==> config.mk <==
export PLATFORM = sky130hd
export DESIGN_NAME = hare_egress_buffer
export DESIGN_NICKNAME = d
export VERILOG_FILES = /design/src/rtl/trinity_fpga_pkg.sv /design/src/rtl/hare_egress_ram.sv /design/src/rtl/hare_egress_buffer.sv
export SDC_FILE = /design/constraint.sdc
export NUM_CORES = 1
export LEC_CHECK = 0
export CAP_MARGIN = 20
export CORE_MARGIN = 1.5
export CORE_UTILIZATION = 25
export DETAILED_ROUTE_END_ITERATION = 6
export MAX_ROUTING_LAYER = met4
export PLACE_DENSITY_LB_ADDON = 0.05
export SLEW_MARGIN = 5
export SYNTH_ARGS = -nofsm -noshare
export SYNTH_HDL_FRONTEND = slang
export SYNTH_HIERARCHICAL = 1
export SYNTH_SLANG_ARGS = --single-unit
==> constraint.sdc <==
create_clock -name clk -period 4.65 [get_ports clk]
set_clock_uncertainty 0.15 [all_clocks]
set_input_delay 0.6975 -clock clk [delete_from_list [all_inputs] [get_ports clk]]
set_output_delay 0.6975 -clock clk [all_outputs]
set_load 0.005 [all_outputs]
==> src/rtl/trinity_fpga_pkg.sv <==
// Shared definitions for the hare egress path: the flush FSM states and the
// saturating drop-counter width and ceiling.
package trinity_fpga_pkg;

   typedef enum logic {
      RUN   = 1'b0,
      FLUSH = 1'b1
   } egress_state_e;

   localparam int                   DROP_CNT_W   = 16;
   localparam logic [DROP_CNT_W-1:0] DROP_CNT_MAX = 16'hFFFF;

endpackage

==> src/rtl/hare_egress_ram.sv <==
// Entry storage for the hare egress FIFO: synchronous write port and
// asynchronous read port so the head word falls through to the outputs.
module hare_egress_ram #(
   parameter int DEPTH = 8,
   parameter int DW    = 33
) (
   input  logic                     clk,
   input  logic                     we,
   input  logic [$clog2(DEPTH)-1:0] waddr,
   input  logic [DW-1:0]            wdata,
   input  logic [$clog2(DEPTH)-1:0] raddr,
   output logic [DW-1:0]            rdata
);

   logic [DW-1:0] mem_q [DEPTH];

   // NOTE: storage carries no reset; stale contents never escape because the
   // top masks every head output while the FIFO is empty.
   always_ff @(posedge clk) begin
      if (we) mem_q[waddr] <= wdata;
   end

   assign rdata = mem_q[raddr];

endmodule

==> src/rtl/hare_egress_buffer.sv <==
// Egress FWFT buffer behind the hare compute stage with drop counting and
// rebirth-tag tracking. Define HARE_EGRESS_PARITY_EN to store per-entry parity.
module hare_egress_buffer
   import trinity_fpga_pkg::*;
#(
   parameter int DEPTH = 8,
   parameter int WIDTH = 32
) (
   input  logic                       clk,
   input  logic                       rst_n,
   input  logic                       in_valid,
   input  logic [WIDTH-1:0]           in_data,
   input  logic                       in_rebirth,
   input  logic                       flush,
   output logic                       out_valid,
   input  logic                       out_ready,
   output logic [WIDTH-1:0]           out_data,
   output logic                       out_rebirth,
   output logic                       out_parity,
   output logic [$clog2(DEPTH):0]     level,
   output logic [$clog2(DEPTH):0]     rebirth_pending,
   output logic                       overflow,
   output logic [DROP_CNT_W-1:0]      drop_count
);

   localparam int AW = $clog2(DEPTH);
   localparam int LW = AW + 1;
`ifdef HARE_EGRESS_PARITY_EN
   localparam int PAR_W = 1;
`else
   localparam int PAR_W = 0;
`endif
   localparam int EW = WIDTH + 1 + PAR_W;
   localparam logic [LW-1:0] DEPTH_L = LW'(DEPTH);

   egress_state_e         state_q, state_d;
   logic [AW-1:0]         wr_ptr_q, wr_ptr_d, rd_ptr_q, rd_ptr_d;
   logic [LW-1:0]         level_q, level_d, reb_q, reb_d;
   logic                  overflow_q, overflow_d;
   logic [DROP_CNT_W-1:0] drop_q, drop_d;

   logic          run, full, push, pop, drop, head_rebirth;
   logic [EW-1:0] wr_entry, rd_entry;

`ifdef HARE_EGRESS_PARITY_EN
   assign wr_entry   = {^in_data, in_rebirth, in_data};
   assign out_parity = out_valid & rd_entry[WIDTH+1];
`else
   assign wr_entry   = {in_rebirth, in_data};
   assign out_parity = 1'b0;
`endif

   hare_egress_ram #(
      .DEPTH (DEPTH),
      .DW    (EW)
   ) u_ram (
      .clk   (clk),
      .we    (push),
      .waddr (wr_ptr_q),
      .wdata (wr_entry),
      .raddr (rd_ptr_q),
      .rdata (rd_entry)
   );

   assign run          = (state_q == RUN);
   assign full         = (level_q == DEPTH_L);
   assign head_rebirth = rd_entry[WIDTH];
   assign out_valid    = (level_q != '0) & run;
   assign pop          = out_valid & out_ready;
   assign push         = in_valid & run & (~full | pop);
   assign drop         = in_valid & run & full & ~pop;

   // NOTE: every _d gets its hold value first so no path leaves it unassigned
   // and no latch is inferred.
   always_comb begin
      state_d    = RUN;
      wr_ptr_d   = wr_ptr_q;
      rd_ptr_d   = rd_ptr_q;
      level_d    = level_q;
      reb_d      = reb_q;
      overflow_d = overflow_q;
      drop_d     = drop_q;
      if (!run || flush) begin
         // Flush wins over any same-edge push/pop; the FLUSH cycle clears again.
         state_d    = (run && flush) ? FLUSH : RUN;
         wr_ptr_d   = '0;
         rd_ptr_d   = '0;
         level_d    = '0;
         reb_d      = '0;
         overflow_d = 1'b0;
         drop_d     = '0;
      end else begin
         if (push) wr_ptr_d = wr_ptr_q + 1'b1;
         if (pop)  rd_ptr_d = rd_ptr_q + 1'b1;
         case ({push, pop})
            2'b10:   level_d = level_q + 1'b1;
            2'b01:   level_d = level_q - 1'b1;
            default: level_d = level_q;
         endcase
         case ({push & in_rebirth, pop & head_rebirth})
            2'b10:   reb_d = reb_q + 1'b1;
            2'b01:   reb_d = reb_q - 1'b1;
            default: reb_d = reb_q;
         endcase
         if (drop) begin
            overflow_d = 1'b1;
            if (drop_q != DROP_CNT_MAX) drop_d = drop_q + 1'b1;
         end
      end
   end

   // NOTE: state registers use non-blocking assignments so every flop samples
   // the pre-edge values regardless of statement order.
   always_ff @(posedge clk or negedge rst_n) begin
      if (!rst_n) begin
         state_q    <= RUN;
         wr_ptr_q   <= '0;
         rd_ptr_q   <= '0;
         level_q    <= '0;
         reb_q      <= '0;
         overflow_q <= 1'b0;
         drop_q     <= '0;
      end else begin
         state_q    <= state_d;
         wr_ptr_q   <= wr_ptr_d;
         rd_ptr_q   <= rd_ptr_d;
         level_q    <= level_d;
         reb_q      <= reb_d;
         overflow_q <= overflow_d;
         drop_q     <= drop_d;
      end
   end

   assign out_data        = out_valid ? rd_entry[WIDTH-1:0] : '0;
   assign out_rebirth     = out_valid & head_rebirth;
   assign level           = level_q;
   assign rebirth_pending = reb_q;
   assign overflow        = overflow_q;
   assign drop_count      = drop_q;

endmodule

==> report_table.html, run 1 <==
<table>
<tr><th>Metric</th><th>Value</th></tr>
<tr><th colspan="2">Status</th></tr>
<tr><td>Outcome</td><td>finished, final reports clean</td></tr>
<tr><th colspan="2">CTS</th></tr>
<tr><td>Clk Tree Root Cell</td><td>clkbuf_16</td></tr>
<tr><td>Clock tree from TritonCTS</td><td>done</td></tr>
<tr><td>CTS resizes</td><td>0</td></tr>
<tr><td>Buffer count from post-CTS setup fixing</td><td>0</td></tr>
<tr><td>Total CTS buffers</td><td>38</td></tr>
<tr><td>Maximum count of clock buffers along a single path</td><td>3</td></tr>
<tr><td>Insertion delay to the later sink of the worst-skew pair</td><td>0.53 ns</td></tr>
<tr><td>Number of buffers inserted by hold repair at cts</td><td>0</td></tr>
<tr><td>Number of H-tree levels</td><td>2</td></tr>
<tr><td>Clock slew at reported path FFs</td><td>~0.050 ns</td></tr>
<tr><td>Clock Sink Count</td><td>just under 300</td></tr>
<tr><th colspan="2">Power</th></tr>
<tr><td>Part of the power in the clock network</td><td>0.455</td></tr>
<tr><td>Switching part of the total power</td><td>0.210</td></tr>
<tr><td>Static leakage power</td><td>between 4 and 5 nW</td></tr>
<tr><td>Maximum vdd drop</td><td>between 0.15 and 0.2 mV</td></tr>
<tr><td>Sequential Power Share</td><td>0.491</td></tr>
<tr><td>Part of the power in combinational logic</td><td>0.054</td></tr>
<tr><td>Internal power</td><td>around 4.8 mW</td></tr>
<tr><td>Net switching power</td><td>roughly 1.3 mW</td></tr>
<tr><td>Total power density per cell area</td><td>around 400 mW/mm^2</td></tr>
<tr><th colspan="2">Yosys</th></tr>
<tr><td>Most repeated cell in the gate-level netlist after synthesis</td><td>edfxtp_1</td></tr>
<tr><td>Cell area after technology mapping</td><td>between 0.01 and 0.015 mm^2</td></tr>
<tr><td>Number of synthesized flops with an enable pin</td><td>approximately 260</td></tr>
<tr><td>Ranking of synthesized cells by area</td><td>edfxtp_1, mux4_2, dfrtp_1, mux2_2, and2_1</td></tr>
<tr><td>Asr flop ratio synth</td><td>0.108</td></tr>
<tr><td>Library cell occupying the most area in the post-synthesis netlist</td><td>edfxtp_1</td></tr>
<tr><td>Library cells used by synthesis</td><td>44</td></tr>
<tr><td>Main synth FF type</td><td>edfxtp_1</td></tr>
<tr><td>Most frequent cells after synthesis</td><td>edfxtp_1, mux4_2, nor2_1</td></tr>
<tr><td>Sequential fraction of the synthesis area</td><td>0.726</td></tr>
<tr><td>Gate count after technology mapping</td><td>about 620</td></tr>
<tr><td>Avg Cell Area, Syn</td><td>19.6 um^2</td></tr>
<tr><td>Count of warnings emitted by yosys</td><td>6</td></tr>
<tr><td>Total nets after synthesis</td><td>approximately 660</td></tr>
<tr><td>Post-synthesis register bit count</td><td>slightly below 300</td></tr>
<tr><td>Area share of the leading cell type in the synthesized netlist</td><td>0.659</td></tr>
<tr><th colspan="2">Timing</th></tr>
<tr><td>Number of pins with negative max-slew slack in the final report</td><td>0</td></tr>
<tr><td>WHS</td><td>roughly 0.37 ns</td></tr>
<tr><td>Minimum clock period after layout</td><td>3.98 ns</td></tr>
<tr><td>Final hold viol count</td><td>0</td></tr>
<tr><td>Least-Margin Pin Slew</td><td>a little under 0.7 ns</td></tr>
<tr><td>Max transition margin</td><td>0.546</td></tr>
<tr><td>Summed negative setup slack over all endpoints</td><td>0 ns</td></tr>
<tr><td>Unrepaired setup endpoints after global routing</td><td>no</td></tr>
<tr><td>Achievable Freq</td><td>251 MHz</td></tr>
<tr><td>Setup violators final</td><td>0</td></tr>
<tr><td>Final clock period utilization by the worst path</td><td>0.856</td></tr>
<tr><th colspan="2">Global route</th></tr>
<tr><td>Initial antenna violation count</td><td>2</td></tr>
<tr><td>Number of global-route vias before repair</td><td>about 6800</td></tr>
<tr><td>Most heavily used metal layer in global routing</td><td>met2</td></tr>
<tr><td>First-pass GRT wire length</td><td>43500 um</td></tr>
<tr><td>Pin count of the biggest net entering global routing</td><td>between 60 and 70</td></tr>
<tr><td>GRT Residual Overflow</td><td>0</td></tr>
<tr><td>Global-route usage over all layers</td><td>0.123</td></tr>
<tr><td>Global-route track usage on met3</td><td>0.0305</td></tr>
<tr><td>Global Route met2 Usage</td><td>0.203</td></tr>
<tr><td>Met1 track demand over resource in global routing</td><td>0.149</td></tr>
<tr><th colspan="2">Critical path</th></tr>
<tr><td>Category of the worst setup path capture point</td><td>output pin</td></tr>
<tr><td>Critical Setup Path Class</td><td>flop to output pin</td></tr>
<tr><td>Worst Path Arrival</td><td>3.13 ns</td></tr>
<tr><td>Max FO, Critical Path</td><td>slightly above 60</td></tr>
<tr><td>Required time at the worst-slack endpoint</td><td>3.80 ns</td></tr>
<tr><td>Critical Path Source Type</td><td>flop</td></tr>
<tr><th colspan="2">Floorplan</th></tr>
<tr><td>Boundary pin count</td><td>a little under 100</td></tr>
<tr><td>Horiz. Die Dim</td><td>222 um</td></tr>
<tr><td>Row Count</td><td>80</td></tr>
<tr><td>Starting density of the core</td><td>0.252</td></tr>
<tr><td>Die Outline Area</td><td>0.0494 mm^2</td></tr>
<tr><td>Floorplan core area</td><td>around 0.048 mm^2</td></tr>
<tr><td>Height of the die</td><td>between 200 and 250 um</td></tr>
<tr><th colspan="2">Cells and area</th></tr>
<tr><td>Layout cell share with drive strength beyond 1</td><td>0.240</td></tr>
<tr><td>Layout filler cell count</td><td>around 4600</td></tr>
<tr><td>Synthesis-to-finish area growth</td><td>24.9%</td></tr>
<tr><td>Layout Nets</td><td>791</td></tr>
<tr><td>Area occupied by registers</td><td>between 0.008 and 0.009 mm^2</td></tr>
<tr><td>Area of the multi-input gates</td><td>approximately 0.0032 mm^2</td></tr>
<tr><th colspan="2">Detailed routing</th></tr>
<tr><td>Routed WL</td><td>between 20000 and 30000 um</td></tr>
<tr><td>Routed vias/inst</td><td>4.37</td></tr>
<tr><td>Total via count after detailed routing</td><td>roughly 6100</td></tr>
<tr><td>Routed WL per cell</td><td>around 21 um</td></tr>
<tr><td>Initial DRT Pass Iterations</td><td>4</td></tr>
<tr><td>Iter 0 DRT Violations</td><td>between 300 and 400</td></tr>
<tr><td>DRC violation count after routing</td><td>0</td></tr>
<tr><td>Antenna-violating nets left</td><td>0</td></tr>
<tr><th colspan="2">Placement</th></tr>
<tr><td>HPWL after detailed placement</td><td>between 15000 and 20000 um</td></tr>
<tr><td>Buffers on Ports</td><td>96</td></tr>
<tr><td>Last weighted congestion value of the routability-driven placer</td><td>0.741</td></tr>
<tr><th colspan="2">Min path</th></tr>
<tr><td>Hold WC Path Type</td><td>flop to flop</td></tr>
<tr><th colspan="2">Flow run</th></tr>
<tr><td># Max-Cap Violations</td><td>0</td></tr>
</table>
## worst max-delay path, stage by stage (launching register included)
cell	delay (ns)
dfrtp_4	0.52
buf_12	0.46
mux4_1	0.62
mux2_2	0.27
and2_1	0.19
clkdlybuf4s50_1	0.47
## power by group through the flow
stage | logic [mW] | clock network, mW | registers (mW)
finish | 0.325 | 2.74 | 2.96
global route | 0.359 | 2.94 | 2.96
CTS | 0.339 | 2.85 | 2.96
detailed placement | 0.338 | 0 | 3.01
global placement | 0.333 | 0 | 3.01
floorplan | 0.155 | 0 | 3.01
## state kept, by name (all words and copies together) (netlist names)
signal           flops
u_ram/mem_q        264
drop_count          16
level                4
rebirth_pending      4
rd_ptr_q             3
wr_ptr_q             3
overflow             1
state_q              1
## kinds of logic after synthesis
kind of cell / synth area share
XOR/XNOR: 0.0189
flip-flops: 0.726
AND/OR/NAND/NOR: 0.0605
other: 0.000312
buffers and inverters: 0.0153
multiplexers: 0.158
adder cells (fa/ha/maj): 0.0121
AO/OA/AOI/OAI: 0.00895
## layout make-up
class,instances,area share
antenna,3,0.000500
multi-input combinational,287,0.212
tap,615,0.0512
timing repair buffer,115,0.0768
clock buffer,52,0.0682
inverter,4,0.000999
sequential,296,0.582
clock inverter,16,0.00916
## through the flow
| stage | power, mW | std cells | util | worst slack [ns] | area [um^2] |
|---|---|---|---|---|---|
| floorplan | 3.16 | 615 | - | 0.325 | 12000 |
| global placement | 3.34 | 1316 | 0.291 | 1.03 | 13800 |
| detailed placement | 3.35 | 1317 | 0.291 | 0.955 | 13900 |
| CTS | 6.14 | 1385 | 0.315 | 0.574 | 15000 |
| global route | 6.26 | 1387 | 0.315 | 0.501 | 15000 |
| finish | 6.02 | 1388 | 0.315 | 0.672 | 15000 |
## layer usage
layer | routed length, um | vias up | share of wire
met5 | 0 | - | 0
met4 | 624 | 0 | 0.022
met3 | 1130 | 41 | 0.039
met2 | 14400 | 89 | 0.50
met1 | 12800 | 3229 | 0.44
li1 | - | 2709 | -
## cell usage in the layout, fill, tap and decap left out, types with 15 or more instances in the layout
cell type	instances
nand2_1	16
clkbuf_16	39
dfrtp_1	29
mux2_2	33
nor2_1	32
buf_4	15
and2_1	34
xnor2_1	16
clkdlybuf4s50_1	96
edfxtp_1	264
mux4_2	60
## final timing paths
kind	startpoint	endpoint	slack (ns)	cells after the start
worst max-delay path	rd_ptr_q[0]	out_data[0]	0.67	5
worst min-delay path	overflow	overflow	0.37	2
worst max register to register	rd_ptr_q[0]	rebirth_pending[3]	1.21	10
worst min register to register	overflow	overflow	0.37	2
max in group asynchronous	rst_n	rd_ptr_q[2]	3.54	2
min in group asynchronous	rst_n	drop_count[15]	0.44	2
No activity file was read; power rests on OpenSTA's default activity.
==> run 2, diff against run 1 <==
--- a/config.mk
+++ b/config.mk
@@ -10,7 +10,7 @@
 export CORE_UTILIZATION = 25
 export DETAILED_ROUTE_END_ITERATION = 6
 export MAX_ROUTING_LAYER = met4
-export PLACE_DENSITY_LB_ADDON = 0.05
+export PLACE_DENSITY = 0.42
 export SLEW_MARGIN = 5
 export SYNTH_ARGS = -nofsm -noshare
 export SYNTH_HDL_FRONTEND = slang
==> report_table.html, run 2 (same netlist as run 1, synthesis figures left out) <==
<table>
<tr><th>Metric</th><th>Value</th></tr>
<tr><th colspan="2">Status</th></tr>
<tr><td>Outcome</td><td>finished, final reports clean</td></tr>
<tr><th colspan="2">Cells and area</th></tr>
<tr><td>Register with the most flip-flops</td><td>u_ram/mem_q</td></tr>
<tr><td>Flip-flop count of the largest register after layout</td><td>264 (unchanged)</td></tr>
<tr><td>Highest-count cells in the layout ignoring fill and taps</td><td>edfxtp_1, clkdlybuf4s50_1, mux4_2</td></tr>
<tr><td>Final core area utilization</td><td>0.313 (-0.00260)</td></tr>
<tr><td>Area occupied by registers</td><td>0.00873 mm^2 (about the same)</td></tr>
<tr><td>Synthesis-to-finish area growth</td><td>23.9%</td></tr>
<tr><td>Area of the multi-input gates</td><td>0.00318 mm^2 (unchanged)</td></tr>
<tr><td>Layout filler cell count</td><td>4683 (+1.5%)</td></tr>
<tr><td>Layout cell share with drive strength beyond 1</td><td>0.228 (-0.0122)</td></tr>
<tr><td>Layout Nets</td><td>786 (-0.63%)</td></tr>
<tr><td>Leading cell type in the layout, fill and taps excluded</td><td>edfxtp_1</td></tr>
<tr><td>Inserted Diodes</td><td>0 (-3)</td></tr>
<tr><th colspan="2">Detailed routing</th></tr>
<tr><td>Total via count after detailed routing</td><td>5948 (-2.0%)</td></tr>
<tr><td>Routed WL</td><td>27000 um (-6.6%)</td></tr>
<tr><td>Iter 0 DRT Violations</td><td>284 (-11%)</td></tr>
<tr><td>Initial DRT Pass Iterations</td><td>4 (unchanged)</td></tr>
<tr><td>Routed WL per cell</td><td>19.6 um (-5.9%)</td></tr>
<tr><td>Routed vias/inst</td><td>4.32 (-1.3%)</td></tr>
<tr><td>DRC violation count after routing</td><td>0 (unchanged)</td></tr>
<tr><td>Antenna-violating nets left</td><td>0 (unchanged)</td></tr>
<tr><th colspan="2">Power</th></tr>
<tr><td>Static leakage power</td><td>4.73 nW (-1.1%)</td></tr>
<tr><td>Total power density per cell area</td><td>394 mW/mm^2 (-1.6%)</td></tr>
<tr><td>Switching part of the total power</td><td>0.209 (-0.000599)</td></tr>
<tr><td>Sequential Power Share</td><td>0.503 (+0.012)</td></tr>
<tr><td>Part of the power in the clock network</td><td>0.442 (-0.013)</td></tr>
<tr><td>Part of the power in combinational logic</td><td>0.055 (about the same)</td></tr>
<tr><td>Net switching power</td><td>1.23 mW (-2.7%)</td></tr>
<tr><td>Power after layout</td><td>5.87 mW (-2.4%)</td></tr>
<tr><td>Internal power</td><td>4.64 mW (-2.4%)</td></tr>
<tr><td>Maximum vdd drop</td><td>0.177 mV (+6.3%)</td></tr>
<tr><th colspan="2">Global route</th></tr>
<tr><td>Number of global-route vias before repair</td><td>6464 (-5.5%)</td></tr>
<tr><td>GRT Residual Overflow</td><td>0 (unchanged)</td></tr>
<tr><td>Global-route usage over all layers</td><td>0.116 (-0.00765)</td></tr>
<tr><td>Initial antenna violation count</td><td>0 (-2)</td></tr>
<tr><td>Pin count of the biggest net entering global routing</td><td>42 (-33%)</td></tr>
<tr><td>First-pass GRT wire length</td><td>41300 um (-5.1%)</td></tr>
<tr><th colspan="2">Critical path</th></tr>
<tr><td>Critical Setup Path Class</td><td>flop to output pin</td></tr>
<tr><td>Worst-case register-to-register setup slack</td><td>1.33 ns (+0.12 ns)</td></tr>
<tr><td>Required time at the worst-slack endpoint</td><td>3.80 ns (about the same)</td></tr>
<tr><td>Max FO, Critical Path</td><td>24 (-61%)</td></tr>
<tr><td>Worst Path Arrival</td><td>3.03 ns (-0.10 ns)</td></tr>
<tr><td>Critical Path Source Type</td><td>flop</td></tr>
<tr><td>Category of the worst setup path capture point</td><td>output pin</td></tr>
<tr><th colspan="2">Floorplan</th></tr>
<tr><td>Height of the die</td><td>222 um (unchanged)</td></tr>
<tr><td>Die Outline Area</td><td>0.0494 mm^2 (unchanged)</td></tr>
<tr><td>Row Count</td><td>80 (unchanged)</td></tr>
<tr><td>Horiz. Die Dim</td><td>222 um (unchanged)</td></tr>
<tr><td>Floorplan core area</td><td>0.0476 mm^2 (unchanged)</td></tr>
<tr><td>Boundary pin count</td><td>98 (unchanged)</td></tr>
<tr><td>Starting density of the core</td><td>0.252 (unchanged)</td></tr>
<tr><th colspan="2">Timing</th></tr>
<tr><td>Setup violators final</td><td>0 (unchanged)</td></tr>
<tr><td>Achievable Freq</td><td>258 MHz (+2.6%)</td></tr>
<tr><td>Final clock period utilization by the worst path</td><td>0.833 (-0.0221)</td></tr>
<tr><td>Least-Margin Pin Slew</td><td>0.661 ns (-0.0203 ns)</td></tr>
<tr><td>Max transition margin</td><td>0.558 (+0.0125)</td></tr>
<tr><td>Summed negative setup slack over all endpoints</td><td>0 ns (unchanged)</td></tr>
<tr><td>WHS</td><td>0.365 ns (-0.00106 ns)</td></tr>
<tr><td>Unrepaired setup endpoints after global routing</td><td>no</td></tr>
<tr><td>Final hold viol count</td><td>0 (unchanged)</td></tr>
<tr><td>PnR worst setup slack</td><td>0.774 ns (+0.103 ns)</td></tr>
<tr><td>Number of pins with negative max-slew slack in the final report</td><td>0 (unchanged)</td></tr>
<tr><td>Minimum clock period after layout</td><td>3.88 ns (-0.103 ns)</td></tr>
<tr><th colspan="2">Min path</th></tr>
<tr><td>Hold WC Path Type</td><td>flop to flop</td></tr>
<tr><th colspan="2">CTS</th></tr>
<tr><td>Clk Tree Root Cell</td><td>clkbuf_16</td></tr>
<tr><td>Buffer count from post-CTS setup fixing</td><td>0 (unchanged)</td></tr>
<tr><td>Maximum count of clock buffers along a single path</td><td>3 (unchanged)</td></tr>
<tr><td>Insertion delay to the later sink of the worst-skew pair</td><td>0.52 ns (about the same)</td></tr>
<tr><td>Total CTS buffers</td><td>35 (-7.9%)</td></tr>
<tr><td>Clock slew at reported path FFs</td><td>0.06 ns (about the same)</td></tr>
<tr><td>Number of buffers inserted by hold repair at cts</td><td>0 (unchanged)</td></tr>
<tr><td>Number of H-tree levels</td><td>2 (unchanged)</td></tr>
<tr><td>CTS resizes</td><td>0 (unchanged)</td></tr>
<tr><td>Clock tree from TritonCTS</td><td>done</td></tr>
<tr><td>Clock Sink Count</td><td>296 (unchanged)</td></tr>
<tr><th colspan="2">Flow run</th></tr>
<tr><td># Max-Cap Violations</td><td>0 (unchanged)</td></tr>
<tr><th colspan="2">Placement</th></tr>
<tr><td>Last weighted congestion value of the routability-driven placer</td><td>0.698 (-5.7%)</td></tr>
<tr><td>Buffers on Ports</td><td>96 (unchanged)</td></tr>
<tr><td>Worst setup slack before clock tree synthesis</td><td>0.954 ns (-0.000663 ns)</td></tr>
<tr><td>HPWL after detailed placement</td><td>15300 um (-6.6%)</td></tr>
</table>
==> run 2: cell types whose count changed in the layout (fill, tap and decap cells not counted), moves of 2 or more <==
| cell | before | now |
|---|---|---|
| diode_2 | 3 | 0 |
| clkbuf_16 | 39 | 36 |
| clkinv_1 | 3 | 5 |
| clkbuf_1 | 13 | 15 |
| clkinv_2 | 7 | 3 |
| clkinvlp_4 | 3 | 0 |
==> run 2: path summary, 6_finish.rpt <==
kind | depth (start not counted) | from | to
max | 5 | rd_ptr_q[0] | out_data[1]
max in group asynchronous | 2 | rst_n | rd_ptr_q[0]
min in group asynchronous | 2 | rst_n | drop_count[15]
min reg2reg | 2 | overflow | overflow
max reg2reg | 10 | rd_ptr_q[0] | rebirth_pending[3]
min | 2 | overflow | overflow
==> run 2: final cells by class <==
type,instances,share of cell area
Sequential cell,296,0.586
Multi-Input combinational cell,287,0.213
Timing Repair Buffer,113,0.0756
Clock buffer,51,0.0642
Tap cell,615,0.0516
Clock inverter,12,0.00798
Inverter,4,0.00101
==> run 2: through the flow <==
step	std cells	instance area, um^2
after floorplan	615	12000
after CTS	1378	14900
after detailed placement	1315	13800
after global placement	1315	13800
after global routing	1378	14900
final	1378	14900
==> run 2: layer usage <==
layer / vias to the layer above / global-route usage / wire length (um)
li1: 2684 / - / -
met5: - / - / 0
met3: 36 / 0.0213 / 952
met2: 106 / 0.184 / 13100
met1: 3122 / 0.148 / 12400
met4: 0 / 0.0395 / 621
==> run 2: critical path: stages, from the launching register on <==
cell and delay (ns):
dfrtp_4 0.49, buf_4 0.46, mux4_1 0.64, mux2_2 0.29, and2_1 0.14, clkdlybuf4s50_1 0.47
==> run 2: power groups by stage <==
stage / combinational, mW / clock (mW) / sequential [mW]
2_1_floorplan: 0.155 / 0 / 3.01
3_3_place_gp: 0.335 / 0 / 3.01
3_5_place_dp: 0.333 / 0 / 3.01
4_1_cts: 0.335 / 2.70 / 2.96
5_1_grt: 0.355 / 2.80 / 2.96
6_report: 0.320 / 2.60 / 2.96
==> run 3, diff against run 2 <==
--- a/config.mk
+++ b/config.mk
@@ -10,7 +10,7 @@
 export CORE_UTILIZATION = 25
 export DETAILED_ROUTE_END_ITERATION = 6
 export MAX_ROUTING_LAYER = met4
-export PLACE_DENSITY = 0.42
+export PLACE_DENSITY = 0.43
 export SLEW_MARGIN = 5
 export SYNTH_ARGS = -nofsm -noshare
 export SYNTH_HDL_FRONTEND = slang
==> constraint.sdc (replaced) <==
create_clock -name clk -period 3.18 [get_ports clk]
set_clock_uncertainty 0.15 [all_clocks]
set_input_delay 0.477 -clock clk [delete_from_list [all_inputs] [get_ports clk]]
set_output_delay 0.477 -clock clk [all_outputs]
set_load 0.005 [all_outputs]
==> report_table.html, run 3 (same netlist as run 1, synthesis figures left out) <==
<table>
<tr><th>Metric</th><th>Value</th></tr>
<tr><th colspan="2">Status</th></tr>
<tr><td>Outcome</td><td>finished, final reports clean</td></tr>
<tr><th colspan="2">Timing</th></tr>
<tr><td>Unrepaired setup endpoints after global routing</td><td>yes</td></tr>
<tr><td>Final hold viol count</td><td>0 (unchanged)</td></tr>
<tr><td>Max transition margin</td><td>0.569 (+0.0108)</td></tr>
<tr><td>Least-Margin Pin Slew</td><td>0.646 ns (-0.0147 ns)</td></tr>
<tr><td>Summed negative setup slack over all endpoints</td><td>0 ns (unchanged)</td></tr>
<tr><td>Achievable Freq</td><td>roughly 320 MHz</td></tr>
<tr><td>Setup violators final</td><td>0 (unchanged)</td></tr>
<tr><td>Minimum clock period after layout</td><td>approximately 3.2 ns</td></tr>
<tr><td>Number of pins with negative max-slew slack in the final report</td><td>0 (unchanged)</td></tr>
<tr><td>Final clock period utilization by the worst path</td><td>0.998</td></tr>
<tr><th colspan="2">Floorplan</th></tr>
<tr><td>Horiz. Die Dim</td><td>222 um (unchanged)</td></tr>
<tr><td>Row Count</td><td>80 (unchanged)</td></tr>
<tr><td>Height of the die</td><td>222 um (unchanged)</td></tr>
<tr><td>Starting density of the core</td><td>0.252 (unchanged)</td></tr>
<tr><td>Boundary pin count</td><td>98 (unchanged)</td></tr>
<tr><td>Die Outline Area</td><td>0.0494 mm^2 (unchanged)</td></tr>
<tr><td>Floorplan core area</td><td>0.0476 mm^2 (unchanged)</td></tr>
<tr><th colspan="2">CTS</th></tr>
<tr><td>Number of buffers inserted by hold repair at cts</td><td>0 (unchanged)</td></tr>
<tr><td>Clock Sink Count</td><td>296 (unchanged)</td></tr>
<tr><td>Total CTS buffers</td><td>35 (unchanged)</td></tr>
<tr><td>Clk Tree Root Cell</td><td>clkbuf_16</td></tr>
<tr><td>Insertion delay to the later sink of the worst-skew pair</td><td>0.54 ns (+0.02 ns)</td></tr>
<tr><td>Clock slew at reported path FFs</td><td>0.06 ns (about the same)</td></tr>
<tr><td>Number of H-tree levels</td><td>2 (unchanged)</td></tr>
<tr><td>Clock tree from TritonCTS</td><td>done</td></tr>
<tr><td>Maximum count of clock buffers along a single path</td><td>3 (unchanged)</td></tr>
<tr><th colspan="2">Global route</th></tr>
<tr><td>Global Route met2 Usage</td><td>0.196 (+0.0113)</td></tr>
<tr><td>Met1 track demand over resource in global routing</td><td>0.158 (+0.0102)</td></tr>
<tr><td>Global-route track usage on met3</td><td>0.0328 (+0.0115)</td></tr>
<tr><td>First-pass GRT wire length</td><td>43500 um (+5.2%)</td></tr>
<tr><td>Most heavily used metal layer in global routing</td><td>met2</td></tr>
<tr><td>Global-route usage over all layers</td><td>0.124 (+0.00870)</td></tr>
<tr><td>GRT Residual Overflow</td><td>0 (unchanged)</td></tr>
<tr><td>Initial antenna violation count</td><td>2 (+2)</td></tr>
<tr><td>Number of global-route vias before repair</td><td>6517 (+0.82%)</td></tr>
<tr><td>Pin count of the biggest net entering global routing</td><td>37 (-12%)</td></tr>
<tr><th colspan="2">Detailed routing</th></tr>
<tr><td>Initial DRT Pass Iterations</td><td>6 (+2)</td></tr>
<tr><td>Routed WL per cell</td><td>20.4 um (+3.7%)</td></tr>
<tr><td>Routed WL</td><td>29000 um (+7.1%)</td></tr>
<tr><td>Routed vias/inst</td><td>4.27 (-1.0%)</td></tr>
<tr><td>Total via count after detailed routing</td><td>6081 (+2.2%)</td></tr>
<tr><td>Iter 0 DRT Violations</td><td>319 (+12%)</td></tr>
<tr><td>Antenna-violating nets left</td><td>0 (unchanged)</td></tr>
<tr><td>DRC violation count after routing</td><td>0 (unchanged)</td></tr>
<tr><th colspan="2">Critical path</th></tr>
<tr><td>Critical path depth in cells</td><td>7 (+2)</td></tr>
<tr><td>Critical Path Source Type</td><td>flop</td></tr>
<tr><td>Destination of the worst register-to-register timing path</td><td>rebirth_pending[3]</td></tr>
<tr><td>Critical path startpoint</td><td>rd_ptr_q[0]</td></tr>
<tr><td>Cells along the critical path</td><td>buf_12 &gt; buf_4 &gt; buf_12 &gt; mux4_2 &gt; mux2_2 &gt; and2_4 &gt; dlygate4sd2_1</td></tr>
<tr><td>Logic depth of the worst register-to-register path</td><td>11 (+1)</td></tr>
<tr><td>Category of the worst setup path capture point</td><td>output pin</td></tr>
<tr><td>Worst-case register-to-register setup slack</td><td>0.15 ns (-1.18 ns)</td></tr>
<tr><td>Worst r2r src</td><td>rd_ptr_q[0]</td></tr>
<tr><td>Most frequent CP cell</td><td>buf_12</td></tr>
<tr><td>Capturing instance or port of the critical path</td><td>out_data[21]</td></tr>
<tr><td>Library cell contributing the largest single delay on the critical path</td><td>dfrtp_4</td></tr>
<tr><td>Critical Setup Path Class</td><td>flop to output pin</td></tr>
<tr><td>Worst Path Arrival</td><td>2.55 ns (-0.48 ns)</td></tr>
<tr><td>Cell family with the largest share of critical-path delay</td><td>multiplexers</td></tr>
<tr><td>Combined buffer and inverter count along the critical path</td><td>4 (+2)</td></tr>
<tr><td>Max FO, Critical Path</td><td>10 (-58%)</td></tr>
<tr><td>Required time at the worst-slack endpoint</td><td>2.55 ns (-1.25 ns)</td></tr>
<tr><td>Peak per-stage delay on the critical path</td><td>0.49 ns (-0.15 ns)</td></tr>
<tr><th colspan="2">Cells and area</th></tr>
<tr><td>Filler-free cell count of the finished design</td><td>1423 (+3.3%)</td></tr>
<tr><td>Synthesis-to-finish area growth</td><td>29.5%</td></tr>
<tr><td>Leading cell type in the layout, fill and taps excluded</td><td>edfxtp_1</td></tr>
<tr><td>Layout cell share with drive strength beyond 1</td><td>0.323 (+0.0945)</td></tr>
<tr><td>Layout Nets</td><td>832 (+5.9%)</td></tr>
<tr><td>Highest-count cells in the layout ignoring fill and taps</td><td>edfxtp_1, clkdlybuf4s50_1, mux4_2</td></tr>
<tr><td>Final non-filler cell area</td><td>0.0156 mm^2 (+4.5%)</td></tr>
<tr><td>Register with the most flip-flops</td><td>u_ram/mem_q</td></tr>
<tr><td>Area occupied by registers</td><td>0.00873 mm^2 (unchanged)</td></tr>
<tr><td>Area of the multi-input gates</td><td>0.00331 mm^2 (+4.2%)</td></tr>
<tr><td>Layout filler cell count</td><td>4637 (-0.98%)</td></tr>
<tr><td>Flip-flop count of the largest register after layout</td><td>264 (unchanged)</td></tr>
<tr><th colspan="2">Placement</th></tr>
<tr><td>HPWL after detailed placement</td><td>15900 um (+4.1%)</td></tr>
<tr><td>Total placed cells including tap cells</td><td>1335 (+1.5%)</td></tr>
<tr><td>Buffers on Ports</td><td>96 (unchanged)</td></tr>
<tr><td>Placed standard-cell area</td><td>0.0141 mm^2 (+2.1%)</td></tr>
<tr><td>Last weighted congestion value of the routability-driven placer</td><td>0.693 (-0.80%)</td></tr>
<tr><th colspan="2">Power</th></tr>
<tr><td>Part of the power in combinational logic</td><td>0.063 (+0.008)</td></tr>
<tr><td>Net switching power</td><td>1.81 mW (+47%)</td></tr>
<tr><td>Static leakage power</td><td>5.19 nW (+9.5%)</td></tr>
<tr><td>Total power density per cell area</td><td>551 mW/mm^2 (+40%)</td></tr>
<tr><td>Switching part of the total power</td><td>0.211 (+0.00166)</td></tr>
<tr><td>Sequential Power Share</td><td>0.504 (about the same)</td></tr>
<tr><td>Internal power</td><td>6.77 mW (+46%)</td></tr>
<tr><td>Part of the power in the clock network</td><td>0.433 (-0.009)</td></tr>
<tr><td>Maximum vdd drop</td><td>0.385 mV (+120%)</td></tr>
<tr><th colspan="2">Min path</th></tr>
<tr><td>Hold WC Path Type</td><td>primary input to asynchronous set/reset pin</td></tr>
<tr><th colspan="2">Flow run</th></tr>
<tr><td># Max-Cap Violations</td><td>0 (unchanged)</td></tr>
</table>
run 3: changes by cell type in the layout (fill, tap and decap cells not counted), sizes merged, moves of 2 or more:
cell / delta
clkbuf: +5
dlygate4sd2: +4
buf: +62
clkdlybuf4s50: -33
inv: +2
diode: +2
run 3: what timing repair did:
action / in CTS / in global routing
gates cloned: 5 / 0
pin swaps: 0 / 1
gates resized for setup: 122 / 37
endpoints found under the setup margin: 34 / 32
setup buffers: 18 / 5
run 3: per-stage QoR:
| step | total power [mW] | hold WS [ns] | util | setup WS [ns] |
|---|---|---|---|---|
| after floorplan | 4.63 | 0.0314 | - | -0.0439 |
| after global placement | 4.92 | 0.365 | 0.296 | -0.00772 |
| after detailed placement | 4.91 | 0.362 | 0.296 | -0.0159 |
| after CTS | 8.74 | 0.149 | 0.327 | -0.152 |
| after global routing | 8.93 | 0.153 | 0.327 | -0.0782 |
| final | 8.58 | 0.129 | 0.327 | 0.00713 |
run 3: metal layers:
| layer | part of all wire | up-vias |
|---|---|---|
| met3 | 0.046 | 44 |
| met5 | 0 | - |
| li1 | - | 2774 |
| met1 | 0.45 | 3152 |
| met4 | 0.022 | 0 |
| met2 | 0.48 | 111 |
run 3: how the worst min path moves through the flow:
| stage | startpoint | endpoint | slack (ns) |
|---|---|---|---|
| after floorplan | rst_n | drop_count[0] | 0.03 |
| after detailed placement | overflow | overflow | 0.36 |
| final | rst_n | drop_count[7] | 0.13 |
| after CTS | rst_n | drop_count[7] | 0.15 |
| after global routing | rst_n | drop_count[5] | 0.15 |
| after global placement | overflow | overflow | 0.36 |
run 3: power by group through the flow:
stage | sequential [mW] | clock, mW | combinational (mW)
global placement | 4.40 | 0 | 0.513
global route | 4.33 | 4.00 | 0.597
floorplan | 4.40 | 0 | 0.229
CTS | 4.32 | 3.86 | 0.555
detailed placement | 4.40 | 0 | 0.512
finish | 4.32 | 3.72 | 0.543
run 3: layout make-up:
class,count,share of cell area
Inverter,4,0.000965
Clock buffer,46,0.0589
Antenna cell,2,0.000322
Multi-Input combinational cell,287,0.213
Clock inverter,14,0.00804
Sequential cell,296,0.561
Timing Repair Buffer,159,0.109
Tap cell,615,0.0494
